File: src/rtl/display_pkg.sv
// Shared types and default timing for the multiplexed seven-segment display.
// Default timing targets a 48 MHz HSOSC: about 1 kHz per digit, with a 1% blank gap.
package display_pkg;

  typedef enum logic [1:0] {
    IDLE  = 2'd0,
    BLANK = 2'd1,
    SHOW  = 2'd2
  } mux_state_t;

  localparam int HSOSC_HZ             = 48_000_000;
  localparam int DEFAULT_DWELL_CYCLES = HSOSC_HZ / 2000;
  localparam int DEFAULT_BLANK_CYCLES = DEFAULT_DWELL_CYCLES / 100;

endpackage

File: src/rtl/display_mux_timer.sv
// Loadable down-counter that stops at zero.
// done is registered and reads high whenever the held count is zero.
module display_mux_timer #(
  parameter int WIDTH = 8
) (
  input  logic             clock,
  input  logic             reset,
  input  logic             load,
  input  logic [WIDTH-1:0] load_val,
  output logic             done
);

  logic [WIDTH-1:0] cnt_reg;
  logic [WIDTH-1:0] cnt_next;
  logic             done_reg;

  always_comb begin
    cnt_next = cnt_reg;
    if (load) begin
      cnt_next = load_val;
    end else if (cnt_reg != '0) begin
      cnt_next = cnt_reg - WIDTH'(1);
    end
  end

  always_ff @(posedge clock) begin
    if (reset) begin
      cnt_reg  <= '0;
      done_reg <= 1'b1;
    end else begin
      cnt_reg  <= cnt_next;
      done_reg <= (cnt_next == '0);
    end
  end

  assign done = done_reg;

endmodule

File: src/rtl/display_mux_scheduler.sv
// Scans NUM_DIGITS common-anode digits through one shared hex decoder.
// Define DISPLAY_MUX_BLANK_EN to insert an all-dark gap between digits.
module display_mux_scheduler
  import display_pkg::*;
#(
  parameter int NUM_DIGITS   = 2,
  parameter int DWELL_CYCLES = DEFAULT_DWELL_CYCLES,
  parameter int BLANK_CYCLES = DEFAULT_BLANK_CYCLES
) (
  input  logic                    clock,
  input  logic                    reset,
  input  logic                    enable,
  input  logic [4*NUM_DIGITS-1:0] digit_in,
  output logic [3:0]              hex_sel,
  output logic [NUM_DIGITS-1:0]   seg_power,
  output logic                    frame_tick
);

  localparam int IDX_W   = (NUM_DIGITS > 1) ? $clog2(NUM_DIGITS) : 1;
  localparam int CNT_MAX = (DWELL_CYCLES > BLANK_CYCLES) ? DWELL_CYCLES : BLANK_CYCLES;
  localparam int CNT_W   = $clog2(CNT_MAX + 1);
  localparam logic [IDX_W-1:0] LAST_IDX = IDX_W'(NUM_DIGITS - 1);

  mux_state_t            state_reg;
  logic [IDX_W-1:0]      idx_reg;
  logic [IDX_W-1:0]      idx_next;
  logic [3:0]            hex_reg;
  logic [NUM_DIGITS-1:0] seg_reg;
  logic                  frame_reg;
  logic                  timer_load;
  logic [CNT_W-1:0]      timer_val;
  logic                  timer_done;
  logic [3:0]            digit_arr [NUM_DIGITS];

  for (genvar gi = 0; gi < NUM_DIGITS; gi++) begin : g_digit
    assign digit_arr[gi] = digit_in[4*gi +: 4];
  end

  assign idx_next = (idx_reg == LAST_IDX) ? '0 : idx_reg + IDX_W'(1);

  // The counter reloads on every state change so expiry always means "leave now".
  always_comb begin
    timer_load = 1'b0;
    timer_val  = '0;
    if (enable) begin
      case (state_reg)
`ifdef DISPLAY_MUX_BLANK_EN
        IDLE: begin
          timer_load = 1'b1;
          timer_val  = CNT_W'(BLANK_CYCLES - 1);
        end
        BLANK: begin
          timer_load = timer_done;
          timer_val  = CNT_W'(DWELL_CYCLES - 1);
        end
        SHOW: begin
          timer_load = timer_done;
          timer_val  = CNT_W'(BLANK_CYCLES - 1);
        end
`else
        IDLE: begin
          timer_load = 1'b1;
          timer_val  = CNT_W'(DWELL_CYCLES - 1);
        end
        SHOW: begin
          timer_load = timer_done;
          timer_val  = CNT_W'(DWELL_CYCLES - 1);
        end
`endif
        default: begin
          timer_load = 1'b0;
          timer_val  = '0;
        end
      endcase
    end
  end

  display_mux_timer #(
    .WIDTH(CNT_W)
  ) u_timer (
    .clock   (clock),
    .reset   (reset),
    .load    (timer_load),
    .load_val(timer_val),
    .done    (timer_done)
  );

  always_ff @(posedge clock) begin
    if (reset) begin
      state_reg <= IDLE;
      idx_reg   <= '0;
      hex_reg   <= 4'h0;
      seg_reg   <= '1;
      frame_reg <= 1'b0;
    end else begin
      frame_reg <= 1'b0;
      if (!enable) begin
        state_reg <= IDLE;
        seg_reg   <= '1;
      end else begin
        case (state_reg)
`ifdef DISPLAY_MUX_BLANK_EN
          IDLE: begin
            state_reg <= BLANK;
            idx_reg   <= '0;
            seg_reg   <= '1;
          end
          BLANK: begin
            if (timer_done) begin
              state_reg <= SHOW;
              hex_reg   <= digit_arr[idx_reg];
              seg_reg   <= ~(NUM_DIGITS'(1) << idx_reg);
            end
          end
          SHOW: begin
            if (timer_done) begin
              state_reg <= BLANK;
              idx_reg   <= idx_next;
              seg_reg   <= '1;
              frame_reg <= (idx_reg == LAST_IDX);
            end
          end
`else
          IDLE: begin
            state_reg <= SHOW;
            idx_reg   <= '0;
            hex_reg   <= digit_arr[0];
            seg_reg   <= ~NUM_DIGITS'(1);
          end
          SHOW: begin
            if (timer_done) begin
              idx_reg   <= idx_next;
              hex_reg   <= digit_arr[idx_next];
              seg_reg   <= ~(NUM_DIGITS'(1) << idx_next);
              frame_reg <= (idx_reg == LAST_IDX);
            end
          end
`endif
          default: begin
            state_reg <= IDLE;
            seg_reg   <= '1;
          end
        endcase
      end
    end
  end

  assign hex_sel    = hex_reg;
  assign seg_power  = seg_reg;
  assign frame_tick = frame_reg;

endmodule

File: config.mk
export PLATFORM = sky130hd
export DESIGN_NAME = display_mux_scheduler
export DESIGN_NICKNAME = d
export VERILOG_FILES = /design/src/rtl/display_pkg.sv /design/src/rtl/display_mux_timer.sv /design/src/rtl/display_mux_scheduler.sv
export SDC_FILE = /design/constraint.sdc
export NUM_CORES = 1
export LEC_CHECK = 0
export CORE_UTILIZATION = 30
export DETAILED_ROUTE_END_ITERATION = 6
export PLACE_DENSITY = 0.51
export SLEW_MARGIN = 10
export SYNTH_ARGS = -nofsm -noshare
export SYNTH_HDL_FRONTEND = slang
export SYNTH_SLANG_ARGS = --single-unit
File: constraint.sdc
create_clock -name clock -period 3.2 [get_ports clock]
set_input_delay 0.48 -clock clock [delete_from_list [all_inputs] [get_ports clock]]
set_output_delay 0.48 -clock clock [all_outputs]
set_load 0.03 [all_outputs]
==> impl_metrics.csv, run 1 <==
group,metric,value,unit
finish,area.growth.synth_to_final,21.4,%
power,combPwrFrac,23.1,%
finish,fillers,389,
clocking,htreeDepth,1,
drt,first_pass_iters,4,
global_routing,grt_antenna_before_repair,0,
clocking,cts.sinks,25,
critical_path,r2r_cells,7,
timing,fin_setup_tns,0,ns
logic_synthesis,ys_warn_count,0,
floorplanning,die_area,0.00457,mm²
timing,setup_viol,0,
timing,worst_clock_skew,0.00793,ns
logic_synthesis,avgSynthCellArea,8.85,µm²
drt,final_antenna_net_count,0,
place,portBuffers,17,
floorplanning,dieWidth,67.6,µm
clocking,cts_hold_buf,0,
timing,worstMarginPinSlew,0.518,ns
clocking,clockBufferDepth,2,
critical_path,cp_max_fo,5,
clocking,numCtsBuffers,3,
critical_path,cp-start-kind,"register",
clocking,cts_root_buffer,"clkbuf_8",
drt,drt_iter0_drc,44,
drt,remaining_drc_errors,0,
power,ir_worst_vdd,0.140,mV
timing,min_period_over_period,81.5,%
power,seqPwrFrac,50.4,%
global_routing,gr-total-overflow,0,
finish,drive_above_1_share,10.4,%
clocking,cts.reportedPaths.clkPinSlew,0.09,ns
critical_path,end_kind,"register",
critical_path,critPathKind,"reg2reg",
critical_path,cp_top_family,"simple AND/OR/NAND/NOR gates",
finish,seq_area,500,µm²
finish,fin_cells,214,
floorplanning,io_pins,18,
logic_synthesis,postSynthCellCount,146,
clocking,clock_latency,0.27,ns
floorplanning,start_util,31.9,%
place,place_congestion,0.935,
global_routing,grt_pass1_vias,1098,
timing,timing.fmax,0.383,GHz
clocking,cts_tree,"built",
timing,slew_headroom,65.2,%
finish,stdcell_area,0.00157,mm²
clocking,post-cts-setup-buffer-count,0,
run_status,status,"finished, final reports clean",
critical_path,path_cells,"inv_1 -> ha_1 -> or4b_4 -> o311ai_2 -> a2bb2oi_2 -> or4b_1 -> o41ai_2",
finish,n_antenna_cell,0,
floorplanning,coreArea,0.00406,mm²
floorplanning,die_h,67.6,µm
hold_path,hold_path.class,"reg2reg",
timing,maxSlewViolCount,0,
finish,nets,178,
power,p_total,0.000714,W
logic_synthesis,synth_area_leader_cell,"dfxtp_1",
drt,avgRoutedWirePerCell,13.8,µm
timing,timing.final.hold_violations,0,
finish,multi_input_area,748,µm²
logic_synthesis,synth.distinct_cells,41,
finish,largest_reg_flops,15,
global_routing,grt_max_degree,15,
place,dp_cells,210,
critical_path,crit_cells,7,
logic_synthesis,ys_seq_area_share,38.7,%
place,placed_area,0.00152,mm²
critical_path,arrival,2.79,ns
power,clockPowerShare,26.5,%
critical_path,slowest_stage,"or4b_4",
drt,vias_per_cell,5.43,
timing,rsz0062_at_grt,"false",
global_routing,grt_pass1_wl,5110,µm
drt,wl,2960,µm
flow_run,maxCapViolCount,0,
drt,via_count,1163,
critical_path,max_stage_delay,0.48,ns
critical_path,required,3.38,ns
clocking,cts_resized,0,
logic_synthesis,synth-seq-cells,25,
place,dpl.hpwl,2230,µm
logic_synthesis,yosys-top-cells-area,"dfxtp_1, nor2_1, mux2i_1, a21oi_1, nor3_1",
timing,period_minus_slack,2.61,ns
critical_path,worst-path-buf-inv,1,
logic_synthesis,netlist_area,0.00129,mm²
floorplanning,rows,23,
power,power.static_leakage,0.577,nW
logic_synthesis,synth_top_cell_area_share,38.7,%
power,power.share.switching,30.2,%
logic_synthesis,syn_nets,159,
power,p_int,0.000499,W
global_routing,grt_usage,14.9,%
hold_path,hold_path_depth,2,
power,power_density,455,mW/mm²
power,power.net_switching,0.000216,W
==> path summary, 6_finish.rpt <==
path | from | slack (ns) | to
hold reg to reg | idx_reg$_SDFFE_PP0P_ | 0.50 | idx_reg$_SDFFE_PP0P_
setup reg to reg | u_timer.cnt_reg[0]$_SDFF_PP0_ | 0.59 | u_timer.done$_SDFF_PP1_
setup / recovery | u_timer.cnt_reg[0]$_SDFF_PP0_ | 0.59 | u_timer.done$_SDFF_PP1_
hold / removal | idx_reg$_SDFFE_PP0P_ | 0.50 | idx_reg$_SDFFE_PP0P_
==> worst reg2reg max path, cell delays in order (launching register included) <==
cell       delay [ns]
dfxtp_1          0.35
inv_1            0.13
ha_1             0.17
or4b_4           0.48
o311ai_2         0.40
a2bb2oi_2        0.18
or4b_1           0.46
o41ai_2          0.34
==> Yosys cell counts <==
cell type	number
o21a_1	2
and2_1	3
nor4b_2	1
or3_1	3
o21ai_1	1
dfxtp_1	25
nand4_1	1
clkbuf_1	4
o41ai_2	1
a221oi_1	2
a21boi_0	1
a211oi_1	5
or4b_4	1
a32oi_1	1
inv_1	5
or4b_1	2
nor3_1	8
or4_1	1
or4_4	2
mux2i_1	6
nor2b_1	3
or3b_1	1
nand2b_1	3
and4_1	2
o311ai_2	1
or2_2	2
xnor2_1	3
buf_2	2
a2111oi_0	1
nor2_1	20
and2_0	1
a21oi_1	10
a2bb2oi_2	1
ha_1	2
o21ai_0	4
nor4_1	3
a41oi_1	1
nand2_1	5
o211ai_1	3
xor2_1	2
nor4_2	1
==> metal layers <==
metal	share of wire, %	vias to the layer above	track usage (%)
met3	6.8	16	3.21
li1	-	576	-
met1	44	509	19.0
met2	44	62	23.1
met4	4.8	0	7.71
met5	0	-	0
==> cell families after synthesis <==
group	synth area share, %
flops	38.7
simple gates	28.7
compound gates	19.3
mux	4.65
fa+ha+maj	1.94
xor+xnor	3.39
buf+inv	3.39
==> cells in the final DEF (no fill, tap or decap), drive strengths merged, types with 5 or more instances in the layout <==
cell	synthesis	routed
dfxtp	25	25
nor2	20	20
clkdlybuf4s50	0	17
a21oi	10	10
nor3	8	8
mux2i	6	6
inv	5	5
nand2	5	5
a211oi	5	5
o21ai	5	5
==> power groups by stage <==
| stage | clock [W] | sequential (W) | combinational [W] |
|---|---|---|---|
| after floorplan | 0 | 0.000368 | 0.000109 |
| final | 0.000189 | 0.000360 | 0.000165 |
| after global routing | 0.000206 | 0.000364 | 0.000182 |
| after CTS | 0.000194 | 0.000359 | 0.000165 |
| after global placement | 0 | 0.000366 | 0.000166 |
| after detailed placement | 0 | 0.000367 | 0.000164 |
==> layout make-up <==
cell class	instances	share of cell area, %
clock buffers	3	2.63
flip-flops and latches	25	31.9
inverters	5	1.20
repair buffers	20	12.3
clock inverters	1	0.319
multi-input cells	110	47.7
well taps	50	3.99
==> metrics by stage <==
step	hold WS, ns	worst slack [ns]	utilization (%)
after detailed placement	0.486	0.637	37.5
after global placement	0.477	0.688	37.5
after CTS	0.508	0.594	38.7
final	0.505	0.592	38.7
after floorplan	0.461	0.790	-
after global routing	0.519	0.421	38.7
(Power assumes the default switching activity.)
==> run 2, diff against run 1 <==
clock period = 2.6 ns   (was 3.2 ns; I/O delays follow)
==> run 2 against run 1 <==
- count of clock-buffer cells in the layout did not move
- highest routed layer unchanged
- cell count increased by 3.3%
- maximum frequency rose by 4.4%
- sequential share of layout area down 1.3 points
- critical path depth stayed put
- first-iteration DRC count is 16% higher
- power is 26% higher
- worst setup slack got worse by 0.49 ns
- flip-flop and latch count did not move
- worst hold slack better by 0.0020 ns
- wire length grew 2.9%
- sequential power is 22% higher
==> impl_metrics.csv, run 2 (synthesis gave the netlist of run 1 again) <==
group,metric,value,unit
hold_path,hold_path.class,"reg2reg",
clocking,clock_latency,0.27,ns
power,combPwrFrac,24.7,%
timing,maxSlewViolCount,0,
timing,timing.fmax,0.400,GHz
finish,utilization,40.3,%
floorplanning,io_pins,18,
critical_path,rrSetupSlack,0.10,ns
clocking,numCtsBuffers,3,
drt,wl,3050,µm
timing,rsz0062_at_grt,"false",
critical_path,worstReg2RegEnd,"u_timer.done$_SDFF_PP1_",
drt,final_antenna_net_count,0,
place,place_congestion,0.909,
critical_path,arrival,2.68,ns
critical_path,cp_max_fo,5,
flow_run,maxCapViolCount,0,
finish,multi_input_area,761,µm²
drt,remaining_drc_errors,0,
clocking,htreeDepth,1,
hold_path,hold_path_depth,2,
power,clockPowerShare,26.5,%
run_status,status,"finished, final reports clean",
finish,layout_commonest_cell,"dfxtp_1",
floorplanning,start_util,31.9,%
power,power.share.switching,30.8,%
floorplanning,die_h,67.6,µm
timing,fin_setup_tns,0,ns
timing,setup_slack,0.102,ns
place,dp_slack,0.000888,ns
timing,hold-worst-slack,0.507,ns
finish,drive_above_1_share,15.2,%
critical_path,required,2.78,ns
critical_path,cp-start-kind,"register",
finish,area.growth.synth_to_final,26.4,%
global_routing,grt_antenna_before_repair,0,
power,p_int,0.000625,W
power,seqPwrFrac,48.9,%
place,portBuffers,17,
clocking,cts.reportedPaths.clkPinSlew,0.09,ns
timing,timing.final.hold_violations,0,
drt,drt_iter0_drc,51,
timing,slew_headroom,64.3,%
floorplanning,dieWidth,67.6,µm
global_routing,grt_usage,14.6,%
critical_path,timing.rr.start,"u_timer.cnt_reg[0]$_SDFF_PP0_",
clocking,clockBufferDepth,2,
power,power.static_leakage,0.612,nW
critical_path,end_kind,"register",
place,dp_cells,217,
global_routing,grt_pass1_vias,1068,
global_routing,grt_max_degree,15,
drt,first_pass_iters,5,
hold_path,hold_end,"seg_power[0]$_SDFFE_PP1N_",
power,power.net_switching,0.000278,W
finish,largest_reg_flops,15,
clocking,cts_hold_buf,0,
drt,avgRoutedWirePerCell,13.8,µm
critical_path,critPathKind,"reg2reg",
timing,worst_clock_skew,0.00104,ns
clocking,post-cts-setup-buffer-count,0,
drt,via_count,1182,
timing,min_period_over_period,96.1,%
timing,setup_viol,0,
power,power_density,553,mW/mm²
global_routing,gr-total-overflow,0,
clocking,cts.sinks,25,
floorplanning,rows,23,
finish,seq_area,500,µm²
place,dpl.hpwl,2210,µm
finish,nets,185,
power,ir_worst_vdd,0.269,mV
clocking,cts_tree,"built",
floorplanning,die_area,0.00457,mm²
finish,fillers,405,
clocking,cts_root_buffer,"clkbuf_8",
timing,worstMarginPinSlew,0.531,ns
hold_path,hold_start,"seg_power[0]$_SDFFE_PP1N_",
critical_path,r2r_cells,7,
global_routing,grt_pass1_wl,4900,µm
finish,final_cell_mix,"dfxtp_1, nor2_1, clkdlybuf4s50_1, a21oi_1, buf_4",
floorplanning,coreArea,0.00406,mm²
finish,n_antenna_cell,0,
timing,period_minus_slack,2.50,ns
finish,fin_cells,221,
drt,vias_per_cell,5.35,
run 2: changes by cell type in the layout (fill, tap and decap cells not counted):
cell,before,now
buf_4,3,10
ha_1,2,1
ha_2,0,1
inv_1,5,4
inv_2,0,1
o311ai_2,1,0
o311ai_4,0,1
run 2: worst max-delay path, cell delays in order (launching register included):
cell and delay [ns]:
dfxtp_1 0.36, inv_2 0.10, ha_1 0.17, or4b_4 0.50
o311ai_4 0.26, a2bb2oi_2 0.19, or4b_1 0.47, o41ai_2 0.35
run 2: power groups by stage:
stage / logic [W] / registers (W) / clock network [W]
4_1_cts: 0.000222 / 0.000440 / 0.000241
5_1_grt: 0.000241 / 0.000446 / 0.000259
3_5_place_dp: 0.000215 / 0.000448 / 0
6_report: 0.000223 / 0.000441 / 0.000239
3_3_place_gp: 0.000217 / 0.000449 / 0
2_1_floorplan: 0.000134 / 0.000453 / 0
run 2: worst max-delay path by stage:
stage                                              from                       to  slack, ns  cells after the start
after floorplan           u_timer.cnt_reg[0]$_SDFF_PP0_  u_timer.done$_SDFF_PP1_       0.19                      7
after global placement    u_timer.cnt_reg[0]$_SDFF_PP0_  u_timer.done$_SDFF_PP1_       0.11                      7
after detailed placement  u_timer.cnt_reg[0]$_SDFF_PP0_  u_timer.done$_SDFF_PP1_     0.0009                      7
after CTS                 u_timer.cnt_reg[0]$_SDFF_PP0_  u_timer.done$_SDFF_PP1_       0.05                      7
after global routing      u_timer.cnt_reg[0]$_SDFF_PP0_  u_timer.done$_SDFF_PP1_       0.03                      7
final                     u_timer.cnt_reg[0]$_SDFF_PP0_  u_timer.done$_SDFF_PP1_       0.10                      7
run 2: metal layers:
metal / global-route usage (%) / up-vias / routed length, µm / share of wire (%)
li1: - / 593 / - / -
met1: 18.7 / 537 / 1440 / 47
met2: 23.3 / 38 / 1380 / 45
met3: 2.70 / 14 / 121 / 4.0
met4: 7.18 / 0 / 104 / 3.4
met5: 0 / - / 0 / 0
run 2: stage by stage:
step | total power (W) | area, µm²
3_3_place_gp | 0.000666 | 1580
4_1_cts | 0.000902 | 1630
3_5_place_dp | 0.000664 | 1580
2_1_floorplan | 0.000587 | 1290
5_1_grt | 0.000946 | 1630
6_report | 0.000903 | 1630
run 2: cell type report:
cell class	instances	area share [%]
clock buffer	3	2.53
clock inverter	1	0.306
inverter	5	1.15
multi-input combinational	110	46.6
sequential	25	30.6
tap	50	3.83
timing repair buffer	27	15.0
run 2: timing repair:
item / 4_1_cts / 5_1_grt
pin swaps: 0 / 2
resized for setup: 2 / 1
endpoints found under the setup margin: 1 / 1
==> run 3, diff against run 2 <==
CTS_BUF_LIST = sky130_fd_sc_hd__clkbuf_16   (was default)
==> run 3 against run 2 <==
- die area is the same
- maximum frequency is 0.93% lower
- non-clock buffer count unchanged
- flip-flop and latch count stayed put
- power grew 12%
- critical path type unchanged
- critical endpoint unchanged
==> impl_metrics.csv, run 3 (synthesis gave the netlist of run 1 again) <==
group,metric,value,unit
drt,via_count,1161,
finish,layout_commonest_cell,"dfxtp_1",
clocking,post-cts-setup-buffer-count,0,
critical_path,required,2.77,ns
global_routing,grt_pass1_wl,4950,µm
power,ir_worst_vdd,0.264,mV
clocking,clock_latency,0.26,ns
timing,slew_headroom,61.6,%
floorplanning,rows,23,
floorplanning,io_pins,18,
drt,vias_per_cell,5.25,
critical_path,cp_max_fo,5,
place,dpl.hpwl,2210,µm
finish,area.growth.synth_to_final,29.1,%
finish,largest_reg_flops,15,
timing,hold-worst-slack,0.504,ns
global_routing,grt_antenna_before_repair,0,
clocking,cts_hold_buf,0,
timing,worstMarginPinSlew,0.571,ns
finish,fillers,401,
clocking,cts_tree,"built",
drt,avgRoutedWirePerCell,13.6,µm
clocking,cts_root_buffer,"clkbuf_16",
hold_path,hold_start,"idx_reg$_SDFFE_PP0P_",
power,power.static_leakage,0.630,nW
global_routing,grt_pass1_vias,1072,
finish,seq_area,500,µm²
drt,drt_iter0_drc,52,
finish,fin_cells,221,
floorplanning,coreArea,0.00406,mm²
critical_path,end_kind,"register",
finish,multi_input_area,762,µm²
place,portBuffers,17,
drt,first_pass_iters,4,
global_routing,grt_usage,14.8,%
drt,remaining_drc_errors,0,
finish,nets,185,
timing,min_period_over_period,97.0,%
clocking,cts.sinks,25,
clocking,numCtsBuffers,3,
floorplanning,die_h,67.6,µm
timing,fin_setup_tns,0,ns
drt,wl,3010,µm
timing,maxSlewViolCount,0,
critical_path,timing.rr.start,"u_timer.cnt_reg[0]$_SDFF_PP0_",
clocking,clockBufferDepth,2,
hold_path,hold_path_depth,2,
timing,worst_clock_skew,0.00134,ns
timing,period_minus_slack,2.52,ns
critical_path,startpoint,"u_timer.cnt_reg[0]$_SDFF_PP0_",
timing,timing.fmax,0.397,GHz
finish,final_cell_mix,"dfxtp_1, nor2_1, clkdlybuf4s50_1, a21oi_1, buf_4",
hold_path,hold_path.class,"reg2reg",
clocking,htreeDepth,1,
global_routing,grt_max_degree,15,
critical_path,worstReg2RegEnd,"u_timer.done$_SDFF_PP1_",
clocking,cts_resized,1,
floorplanning,start_util,31.9,%
flow_run,maxCapViolCount,0,
power,power_density,606,mW/mm²
floorplanning,die_area,0.00457,mm²
place,place_congestion,0.909,
run_status,status,"finished, final reports clean",
place,dp_cells,217,
critical_path,r2r_cells,7,
hold_path,hold_end,"idx_reg$_SDFFE_PP0P_",
clocking,cts.reportedPaths.clkPinSlew,0.06,ns
critical_path,cp-start-kind,"register",
timing,timing.final.hold_violations,0,
finish,n_antenna_cell,0,
finish,drive_above_1_share,15.2,%
timing,setup_viol,0,
global_routing,gr-total-overflow,0,
critical_path,critPathKind,"reg2reg",
critical_path,arrival,2.69,ns
timing,rsz0062_at_grt,"false",
drt,final_antenna_net_count,0,
floorplanning,dieWidth,67.6,µm
critical_path,rrSetupSlack,0.08,ns
-- run 3: routing by layer --
metal	GRT usage, %	part of all wire (%)	wire length (µm)
met1	19.0	48	1460
met2	23.8	46	1380
met3	2.70	3.7	112
met4	6.91	2.0	59
met5	0	0	0
-- run 3: worst max path at each step --
stage	to	cells past startpoint
floorplan	u_timer.done$_SDFF_PP1_	7
global placement	u_timer.done$_SDFF_PP1_	7
detailed placement	u_timer.done$_SDFF_PP1_	7
CTS	u_timer.done$_SDFF_PP1_	7
global route	u_timer.done$_SDFF_PP1_	7
finish	u_timer.done$_SDFF_PP1_	7
-- run 3: cell type report --
class	count	area share, %
Clock buffer	3	4.50
Clock inverter	1	0.300
Multi-Input combinational cell	110	45.7
Sequential cell	25	30.0
Tap cell	50	3.75
Inverter	5	1.12
Timing Repair Buffer	27	14.7
-- run 3: report_power, final --
| group | total (W) | internal [W] | switching [W] |
|---|---|---|---|
| clock | 0.000347 | 0.000207 | 0.000140 |
| combinational | 0.000223 | 0.000107 | 0.000116 |
| sequential | 0.000442 | 0.000411 | 0.0000305 |
-- run 3: critical path, cell delays in order (launching register included) --
cell and delay (ns):
dfxtp_1 0.35, inv_2 0.10, ha_1 0.17, or4b_4 0.50, o311ai_4 0.32, a2bb2oi_2 0.18, or4b_4 0.48, o41ai_2 0.33
-- run 3: through the flow --
stage / utilization [%] / power, W / area (µm²) / worst slack, ns
CTS: 41.0 / 0.00102 / 1670 / 0.00910
global placement: 38.8 / 0.000666 / 1580 / 0.105
floorplan: - / 0.000587 / 1290 / 0.190
finish: 41.1 / 0.00101 / 1670 / 0.0781
global route: 41.1 / 0.00106 / 1670 / 0.00192
detailed placement: 38.8 / 0.000664 / 1580 / 0.000888
